`src/rtl/sram_bus_arbiter.sv`:
```
// Two-port (inst/data) to single SRAM-like port arbiter with an in-order owner FIFO.
// Optional macro ARB_RR_EN selects round-robin unlocked grant; default is D-over-I priority.
//
// state     | meaning
// ST_OPEN   | no presented request waiting; grant follows the priority rule
// ST_LOCKED | a request is presented but not yet accepted; grant frozen to lock_owner_q
module sram_bus_arbiter #(
    parameter int MAX_OUTST = 4,
    parameter int ADDR_W    = 32,
    parameter int DATA_W    = 32
) (
    input  logic              clk,
    input  logic              resetn,
    input  logic              i_req,
    input  logic [ADDR_W-1:0] i_addr,
    output logic              i_addr_ok,
    output logic              i_data_ok,
    output logic [DATA_W-1:0] i_rdata,
    input  logic              d_req,
    input  logic              d_wr,
    input  logic [1:0]        d_size,
    input  logic [3:0]        d_wstrb,
    input  logic [ADDR_W-1:0] d_addr,
    input  logic [DATA_W-1:0] d_wdata,
    output logic              d_addr_ok,
    output logic              d_data_ok,
    output logic [DATA_W-1:0] d_rdata,
    output logic              s_req,
    output logic              s_wr,
    output logic [1:0]        s_size,
    output logic [3:0]        s_wstrb,
    output logic [ADDR_W-1:0] s_addr,
    output logic [DATA_W-1:0] s_wdata,
    input  logic              s_addr_ok,
    input  logic              s_data_ok,
    input  logic [DATA_W-1:0] s_rdata,
    output logic              busy
);
    localparam int PW = $clog2(MAX_OUTST);
    localparam int CW = PW + 1;

    typedef enum logic {ST_OPEN, ST_LOCKED} lock_state_e;

    lock_state_e          state_q;
    logic                 lock_owner_q;
    logic [MAX_OUTST-1:0] owner_q;
    logic [PW-1:0]        rd_ptr_q, wr_ptr_q;
    logic [CW-1:0]        count_q, count_d;
`ifdef ARB_RR_EN
    logic                 rr_last_q;
`endif

    logic full, gnt_d_sel, req_w, accept, pop, head;

    // gnt_d_sel: 1 selects port D, 0 selects port I
    always_comb begin
        gnt_d_sel = 1'b1;
        if (state_q == ST_LOCKED)
            gnt_d_sel = lock_owner_q;
`ifdef ARB_RR_EN
        else if (d_req && i_req)
            gnt_d_sel = ~rr_last_q;
`endif
        else
            gnt_d_sel = d_req;
    end

    // Full blocks purely on registered count so s_req never depends on s_data_ok.
    assign full    = (count_q == CW'(MAX_OUTST));
    assign req_w   = resetn & ~full & (gnt_d_sel ? d_req : i_req);
    assign accept  = req_w & s_addr_ok;
    assign head    = owner_q[rd_ptr_q];
    assign pop     = resetn & s_data_ok & (count_q != '0);
    assign count_d = count_q + CW'(accept) - CW'(pop);

    assign s_req   = req_w;
    assign s_wr    = req_w & gnt_d_sel & d_wr;
    assign s_size  = !req_w ? 2'd0 : (gnt_d_sel ? d_size : 2'd2);
    assign s_wstrb = (req_w && gnt_d_sel) ? d_wstrb : 4'd0;
    assign s_addr  = !req_w ? '0 : (gnt_d_sel ? d_addr : i_addr);
    assign s_wdata = (req_w && gnt_d_sel) ? d_wdata : '0;

    assign i_addr_ok = accept & ~gnt_d_sel;
    assign d_addr_ok = accept & gnt_d_sel;
    assign i_data_ok = pop & ~head;
    assign d_data_ok = pop & head;
    assign i_rdata   = i_data_ok ? s_rdata : '0;
    assign d_rdata   = d_data_ok ? s_rdata : '0;
    assign busy      = resetn & ((count_q != '0) | (state_q == ST_LOCKED));

    always_ff @(posedge clk or negedge resetn) begin
        if (!resetn) begin
            state_q      <= ST_OPEN;
            lock_owner_q <= 1'b0;
        end else begin
            case (state_q)
                ST_OPEN: if (req_w && !s_addr_ok) begin
                    state_q      <= ST_LOCKED;
                    lock_owner_q <= gnt_d_sel;
                end
                ST_LOCKED: if (accept) state_q <= ST_OPEN;
                default: state_q <= ST_OPEN;
            endcase
        end
    end

    always_ff @(posedge clk or negedge resetn) begin
        if (!resetn) begin
            owner_q  <= '0;
            rd_ptr_q <= '0;
            wr_ptr_q <= '0;
            count_q  <= '0;
        end else begin
            if (accept) begin
                owner_q[wr_ptr_q] <= gnt_d_sel;
                wr_ptr_q          <= wr_ptr_q + 1'b1;
            end
            if (pop) rd_ptr_q <= rd_ptr_q + 1'b1;
            count_q <= count_d;
        end
    end

`ifdef ARB_RR_EN
    always_ff @(posedge clk or negedge resetn) begin
        if (!resetn)     rr_last_q <= 1'b1;
        else if (accept) rr_last_q <= gnt_d_sel;
    end
`endif
endmodule

```
`config.mk`:
```
export PLATFORM = sky130hd
export DESIGN_NAME = sram_bus_arbiter
export DESIGN_NICKNAME = d
export VERILOG_FILES = /design/src/rtl/sram_bus_arbiter.sv
export SDC_FILE = /design/constraint.sdc
export NUM_CORES = 1
export LEC_CHECK = 0
export BUFFER_PORTS_ARGS = -buffer_cell sky130_fd_sc_hd__buf_2
export CAP_MARGIN = 5
export CELL_PAD_IN_SITES_DETAIL_PLACEMENT = 1
export CELL_PAD_IN_SITES_GLOBAL_PLACEMENT = 2
export CORE_AREA = 2 2 196 102
export DETAILED_ROUTE_END_ITERATION = 6
export DIE_AREA = 0 0 198 104
export MAX_ROUTING_LAYER = met4
export PLACE_DENSITY = 0.78
export SLEW_MARGIN = 10
export SYNTH_ARGS = -nofsm -noshare
export SYNTH_HDL_FRONTEND = slang
export SYNTH_SLANG_ARGS = --single-unit
```
`constraint.sdc`:
```
create_clock -name clk -period 2.2 [get_ports clk]
set_clock_uncertainty 0.05 [all_clocks]
set_input_delay 0.11 -clock clk [delete_from_list [all_inputs] [get_ports clk]]
set_output_delay 0.11 -clock clk [all_outputs]
set_load 0.02 [all_outputs]
```
==> results by group, run 1 <==
Outcome
  – Run status: finished clean

Pwr
  – Internal power summed over all cells: about 1.8 mW
  – Peak supply drop: roughly 0.37 mV
  – Sequential fraction of design power: a little under an eighth
  – Power, Total: between 4 and 5 mW
  – Leakage: 2.30 nW
  – Net load switching power: roughly 2.3 mW
  – Total power density per cell area: a little over 1000 nW/um2
  – Switching part of the total: a little under three fifths
  – Clock power share: approximately 8.3%
  – Relative contribution of combinational cells to total power: between 70% and 80%

Synth
  – Post-synth top area share: between 10% and 20%
  – Count of flip-flops with a built-in enable after synthesis: 0
  – Share of flip-flops with an asynchronous set or reset after synthesis: 100%
  – Yosys top cell by area: nand2_1
  – Top cells by instance count after synthesis: nand2_1 (99), nor2_1 (67), and2_1 (41)
  – Part of the Yosys area used for sequential elements: 15.9%
  – Most used flip-flop cell after synthesis: dfrtp_1
  – YS warnings: 0
  – Synth Net Count: between 400 and 500
  – Distinct cells, synth: 36
  – Mapped Avg Cell Area: between 6 and 7 um2
  – Number of synthesized register bits: 13
  – Post-Synthesis Cell Area: slightly above 2000 um2
  – Dominant cells by area after synthesis: nand2_1 (18%), dfrtp_1 (16%), and2_1 (13%)
  – Cells after synthesis: 330
  – Top-count cell post-synth: nand2_1

Drt
  – Final routed wire length divided by cell count: around 13 um
  – Final wirelength: approximately 12 mm
  – ANT nets after route: 0
  – DRC: 0
  – Via-per-instance ratio: approximately 3.7
  – Iter 0 DRT Violations: 120
  – Vias after detailed routing: approximately 3.2k
  – Pre-antenna DRT Iters: 3

Die
  – Initial core utilization: between 10% and 20%
  – Die height: roughly 100 um
  – Cell row count: 36
  – Core Area: around 19000 um2
  – Die span in x: a little under 200 um
  – I/O pin count: roughly 280
  – DIE AREA: approximately 21000 um2

Finish
  – Final net count: between 700 and 800
  – Relative area change from synthesis to final layout: 93.5%
  – Ratio of cells with drive above 1 in the final layout: a little under three fifths
  – Post-route cell area: around 4000 um2
  – Utilization of the core after routing: a little over a fifth
  – Number of antenna diodes: 0
  – Final non-filler cell total: between 800 and 900

Clock tree
  – H-Tree Level Count: 1
  – Clock tree from TritonCTS: done
  – Buffer count from post-CTS setup fixing: 0
  – Clock-pin slew of the registers on the worst-case setup and hold paths: around 40 ps
  – Clk sink count: 13
  – Number of buffers created by CTS: 3
  – Buffer type at the clock tree root: clkbuf_16
  – Maximum clock path buffer count: 2
  – Clock latency on the worst-skew pair: about 240 ps

Setup path
  – Critical path launch point type: flop
  – Class of the most critical setup path: flop to flop
  – Master of the slowest instance on the critical path: dfrtp_1
  – Crit path DAT: about 2200 ps
  – Crit path largest cell delay: approximately 400 ps
  – Family with the most delay on the worst path: simple AND/OR/NAND/NOR gates
  – Crit path cell chain: or3_1 -> and3_4 -> xor2_1 -> ha_2 -> fa_2 -> xor2_1 -> xnor2_1
  – Kind of end point of the critical path: flop
  – CP Buf/Inv Count: 0
  – Maximum fanout along the worst path: 3
  – Required time of the critical path: 2270 ps
  – Most prevalent standard cell on the critical path: xor2_1

Place
  – Placed Cells: roughly 870
  – Placed Area: around 3800 um2
  – Setup slack after placement: -29.0 ps
  – RD Place Congestion: approximately 0.74
  – Count of buffers from port buffering: 281
  – HPWL after detailed placement: 9.57 mm

Timing
  – Number of pins with negative max-slew slack in the final report: 0
  – Max-slew headroom at the worst pin: around 60%
  – Actual slew at the worst max-slew pin: ~600 ps
  – Maximum clock frequency: ~470 MHz
  – Setup TNS: 0 ps
  – Endpoints failing hold: 0
  – Post-route worst hold slack: around 150 ps
  – Final period util: between 90 and 100%
  – Unrepaired setup endpoints after global routing: no
  – Final Setup Violations: 0
  – Worst setup margin: 75.9 ps
  – Min cycle time layout: between 2000 and 2500 ps

Global route
  – Global-route track usage on met1: 13.8%
  – Overflow left after global routing: 0
  – Met2 Resource Use GR: 17.9%
  – Number of global-route vias before repair: 3149
  – Pin count of the biggest net entering global routing: 40
  – Busiest layer in global routing: met2
  – Met3 layer usage reported by global route: less than 1%
  – Wire length of the first global-routing pass: between 15 and 20 mm
  – Global-route usage over all layers: about a tenth
  – Initial antenna violation count: 0

Run
  – Count of maximum capacitance violations: 0

Min path
  – Class of the tightest hold or removal check: input port to flop
[worst register-to-register path, stage by stage (launching register included)]
cell and delay [ps]:
dfrtp_1 400, or3_1 400, and3_4 170, xor2_1 170, ha_2 190, fa_2 330
xor2_1 170, xnor2_1 130
[layer usage]
metal / vias to the layer above / share of wire [%]
met1: 1480 / 48
met2: 119 / 46
met3: 4 / 5.3
met4: 0 / 0.64
met5: - / 0
li1: 1577 / -
[layout make-up]
cell class	count	area, um2
multi-input combinational	283	1580
inverter	9	33.8
tap	266	333
fill	2436	15000
clock buffer	4	78.8
timing repair buffer	296	1600
sequential	13	327
[flip-flops by register name, indices dropped and copies added (netlist names), named ones only]
signal,flops
owner_q,4
lock_owner_q,1
count_q,3
rd_ptr_q,2
wr_ptr_q,2
[final timing paths]
check / startpoint / endpoint / slack, ps / depth (start not counted)
setup / recovery: count_q[2]$_DFF_PN0_ / count_q[2]$_DFF_PN0_ / 80 / 7
hold / removal: d_req / lock_owner_q$_DFFE_PN0P_ / 150 / 2
setup reg to reg: count_q[2]$_DFF_PN0_ / count_q[2]$_DFF_PN0_ / 80 / 7
hold reg to reg: owner_q[0]$_DFFE_PN0P_ / owner_q[0]$_DFFE_PN0P_ / 460 / 1
max in group asynchronous: resetn / asynchronous set/reset pin / 1130 / 3
min in group asynchronous: resetn / owner_q[2]$_DFFE_PN0P_ / 540 / 3
[placed cells by master (no fill, tap or decap), types with 5 or more instances in the layout]
| cell type | synthesis | layout |
|---|---|---|
| dfrtp_1 | 13 | 12 |
| buf_2 | 5 | 278 |
| inv_1 | 9 | 9 |
| and2_1 | 41 | 41 |
| a21oi_2 | 28 | 28 |
| nor2_1 | 67 | 67 |
| mux2_2 | 7 | 6 |
| nand2_1 | 99 | 99 |
| a21oi_1 | 5 | 5 |
| nor3_1 | 6 | 6 |
| buf_4 | 2 | 10 |
[logic make-up (layout without fill, tap and decap cells)]
kind of cell | count (synthesis) | after routing | share of synthesized area, %
simple gates | 222 | 222 | 47.5
compound gates | 40 | 40 | 16.0
buf+inv | 34 | 309 | 8.88
flops | 13 | 13 | 15.9
mux | 9 | 9 | 5.02
fa+ha+maj | 6 | 6 | 4.04
xor+xnor | 6 | 6 | 2.57
[power groups by stage]
stage               Clock [mW]  Combinational [mW]  Sequential [mW]
floorplan                    0                2.11            0.443
global placement             0                3.23            0.473
CTS                      0.349                3.28            0.478
global route             0.361                3.59            0.500
detailed placement           0                3.27            0.481
finish                   0.339                3.27            0.482
[timing repair]
action | in CTS | in global routing
endpoints found under the setup margin | 1 | 35
gates resized for setup | 1 | 11
hold buffers | 1 | 0
cloned | 0 | 1
hold endpoints to repair | 13 | 0
Power figures use the tool's default switching activity.
==> inputs of run 2 (changes only) <==
--- a/config.mk
+++ b/config.mk
@@ -5,13 +5,13 @@
 export SDC_FILE = /design/constraint.sdc
 export NUM_CORES = 1
 export LEC_CHECK = 0
-export BUFFER_PORTS_ARGS = -buffer_cell sky130_fd_sc_hd__buf_2
 export CAP_MARGIN = 5
 export CELL_PAD_IN_SITES_DETAIL_PLACEMENT = 1
 export CELL_PAD_IN_SITES_GLOBAL_PLACEMENT = 2
-export CORE_AREA = 2 2 196 102
+export CORE_AREA = 2 2 137 72
 export DETAILED_ROUTE_END_ITERATION = 6
-export DIE_AREA = 0 0 198 104
+export DIE_AREA = 0 0 139 74
+export DONT_BUFFER_PORTS = 1
 export MAX_ROUTING_LAYER = met4
 export PLACE_DENSITY = 0.78
 export SLEW_MARGIN = 10
==> results by group, run 2 (same netlist as run 1, synthesis figures left out) <==
Finish
  – Filler cell count: 1157 (-53%)
  – Relative area change from synthesis to final layout: 42.5%
  – Ratio of cells with drive above 1 in the final layout: 36.3% (-21 points)
  – Post-route cell area: 2910 um2 (-26%)
  – Most frequent standard cell in the layout excluding fill and tap cells: nand2_1
  – Register containing the most flip-flops in the final layout: owner_q
  – Flip-flop count of the largest register, all copies and words added: 4 (unchanged)
  – Number of antenna diodes: 0 (unchanged)
  – Commonest cells after routing, fill and taps aside: nand2_1 (99), buf_4 (85), nor2_1 (67)
  – Biggest registers after layout: owner_q x4, count_q x3
  – Final net count: 548 (-27%)
  – Final non-filler cell total: 521 (-40%)

Drt
  – Final wirelength: 9.79 mm (-16%)
  – Via-per-instance ratio: 4.70 (+29%)
  – ANT nets after route: 0 (unchanged)
  – Pre-antenna DRT Iters: 4 (+1)
  – Final routed wire length divided by cell count: 18.8 um (+41%)
  – Iter 0 DRT Violations: 77 (-36%)
  – Vias after detailed routing: 2447 (-23%)
  – DRC: 0 (unchanged)

Place
  – Placed Cells: 512 (-41%)
  – RD Place Congestion: 0.857 (+16%)
  – Placed Area: 2720 um2 (-28%)
  – Count of buffers from port buffering: 0 (-100%)
  – HPWL after detailed placement: 8.00 mm (-16%)

Die
  – Cell row count: 25 (-31%)
  – Initial core utilization: 22.4% (+12 points)
  – DIE AREA: 10300 um2 (-50%)
  – I/O pin count: 282 (unchanged)
  – Die span in x: 139 um (-30%)
  – Die height: 74 um (-29%)
  – Core Area: 9130 um2 (-52%)

Clock tree
  – H-Tree Level Count: 1 (unchanged)
  – Clock-pin slew of the registers on the worst-case setup and hold paths: 50 ps (about the same)
  – Clk sink count: 13 (unchanged)
  – Buffer type at the clock tree root: clkbuf_16
  – Number of buffers created by CTS: 3 (unchanged)
  – Maximum clock path buffer count: 2 (unchanged)
  – Clock tree from TritonCTS: done
  – Clock latency on the worst-skew pair: 240 ps (about the same)

Timing
  – Post-route worst hold slack: 33.4 ps (-120 ps)
  – Final period util: 98.4% (+1.8 points)
  – Final Setup Violations: 0 (unchanged)
  – Max-slew headroom at the worst pin: 54.7% (-5.0 points)
  – Endpoints failing hold: 0 (unchanged)
  – Maximum clock frequency: 462 MHz (-1.9%)
  – Min cycle time layout: 2160 ps (+40.2 ps)
  – Number of pins with negative max-slew slack in the final report: 0 (unchanged)
  – Unrepaired setup endpoints after global routing: yes
  – Actual slew at the worst max-slew pin: 678 ps (+75.1 ps)

Setup path
  – Critical path launch point type: flop
  – Worst-case reg-to-reg path depth: 7 (unchanged)
  – Maximum fanout along the worst path: 4 (+1)
  – Worst reg2reg path startpoint: count_q[1]$_DFF_PN0_
  – Crit path DAT: 2240 ps (+40 ps)
  – Register-to-register setup slack: 40 ps (-40 ps)
  – Kind of end point of the critical path: flop
  – Crit Reg-Reg Endpoint: count_q[2]$_DFF_PN0_
  – Required time of the critical path: 2280 ps (about the same)
  – Class of the most critical setup path: flop to flop

Global route
  – Wire length of the first global-routing pass: 13.6 mm (-21%)
  – Global-route usage over all layers: 17.1% (+6.6 points)
  – Overflow left after global routing: 0 (unchanged)
  – Pin count of the biggest net entering global routing: 40 (unchanged)
  – Initial antenna violation count: 0 (unchanged)
  – Number of global-route vias before repair: 2411 (-23%)

Run
  – Count of maximum capacitance violations: 0 (unchanged)

Pwr
  – Power, Total: 3.77 mW (-7.8%)
  – Leakage: 1.38 nW (-40%)
  – Total power density per cell area: 1300 nW/um2 (+25%)
  – Peak supply drop: 0.332 mV (-10%)

Min path
  – Hold Path Sink: lock_owner_q$_DFFE_PN0P_
  – Hold-critical path depth: 2 (unchanged)
  – Launch instance of the worst min-delay path: resetn
  – Class of the tightest hold or removal check: input port to flop

Outcome
  – Run status: finished clean
-- run 2: area by class of cell --
class / count / area [um2] / area share [%]
clock buffer: 4 / 78.8 / 2.71
timing repair buffer: 91 / 729 / 25.1
inverter: 9 / 33.8 / 1.16
sequential: 13 / 328 / 11.3
tap: 121 / 151 / 5.20
multi-input combinational: 283 / 1590 / 54.6
-- run 2: power breakdown --
group | switching [mW] | total [mW] | internal [mW]
Sequential | 0.130 | 0.497 | 0.367
Combinational | 1.96 | 2.93 | 0.973
Clock | 0.101 | 0.346 | 0.245
-- run 2: repair_timing --
item                                   in CTS  in global routing
cloned                                      0                  1
hold buffers                                2                  0
setup endpoints to repair                   8                 35
endpoints found under the hold margin      14                  0
resized for setup                           4                 10
pin swaps                                   0                  1
buffers inserted                            0                  2
-- run 2: routing by layer --
| layer | share of wire (%) | vias to the layer above | global-route usage [%] | routed length (um) |
|---|---|---|---|---|
| li1 | - | 1173 | - | - |
| met1 | 43 | 1180 | 21.4 | 4210 |
| met2 | 51 | 90 | 29.7 | 5020 |
| met3 | 5.1 | 4 | 4.31 | 498 |
| met4 | 0.64 | 0 | 1.46 | 63 |
| met5 | 0 | - | - | 0 |
-- run 2: critical path, cell delays in order, from the launching register on --
cell	delay, ps
dfrtp_2	420
or3_4	390
and3_4	170
xor2_1	170
ha_2	190
fa_2	350
xor2_2	190
xnor2_1	120
-- run 2: worst max-delay path by stage --
stage	slack, ps	startpoint	to
6_report	40	count_q[1]$_DFF_PN0_	count_q[2]$_DFF_PN0_
5_1_grt	-20	count_q[2]$_DFF_PN0_	count_q[2]$_DFF_PN0_
4_1_cts	10	count_q[1]$_DFF_PN0_	count_q[2]$_DFF_PN0_
3_5_place_dp	-30	count_q[1]$_DFF_PN0_	count_q[2]$_DFF_PN0_
3_3_place_gp	80	count_q[1]$_DFF_PN0_	count_q[2]$_DFF_PN0_
2_1_floorplan	10	count_q[1]$_DFF_PN0_	count_q[2]$_DFF_PN0_
-- run 2: stage by stage --
step	worst slack [ps]	utilization (%)	setup TNS [ps]
floorplan	9.84	-	0
global placement	79.8	29.8	0
detailed placement	-34.0	29.8	-34.0
CTS	14.8	31.1	0
global route	-23.7	31.9	-23.7
finish	35.7	31.9	0
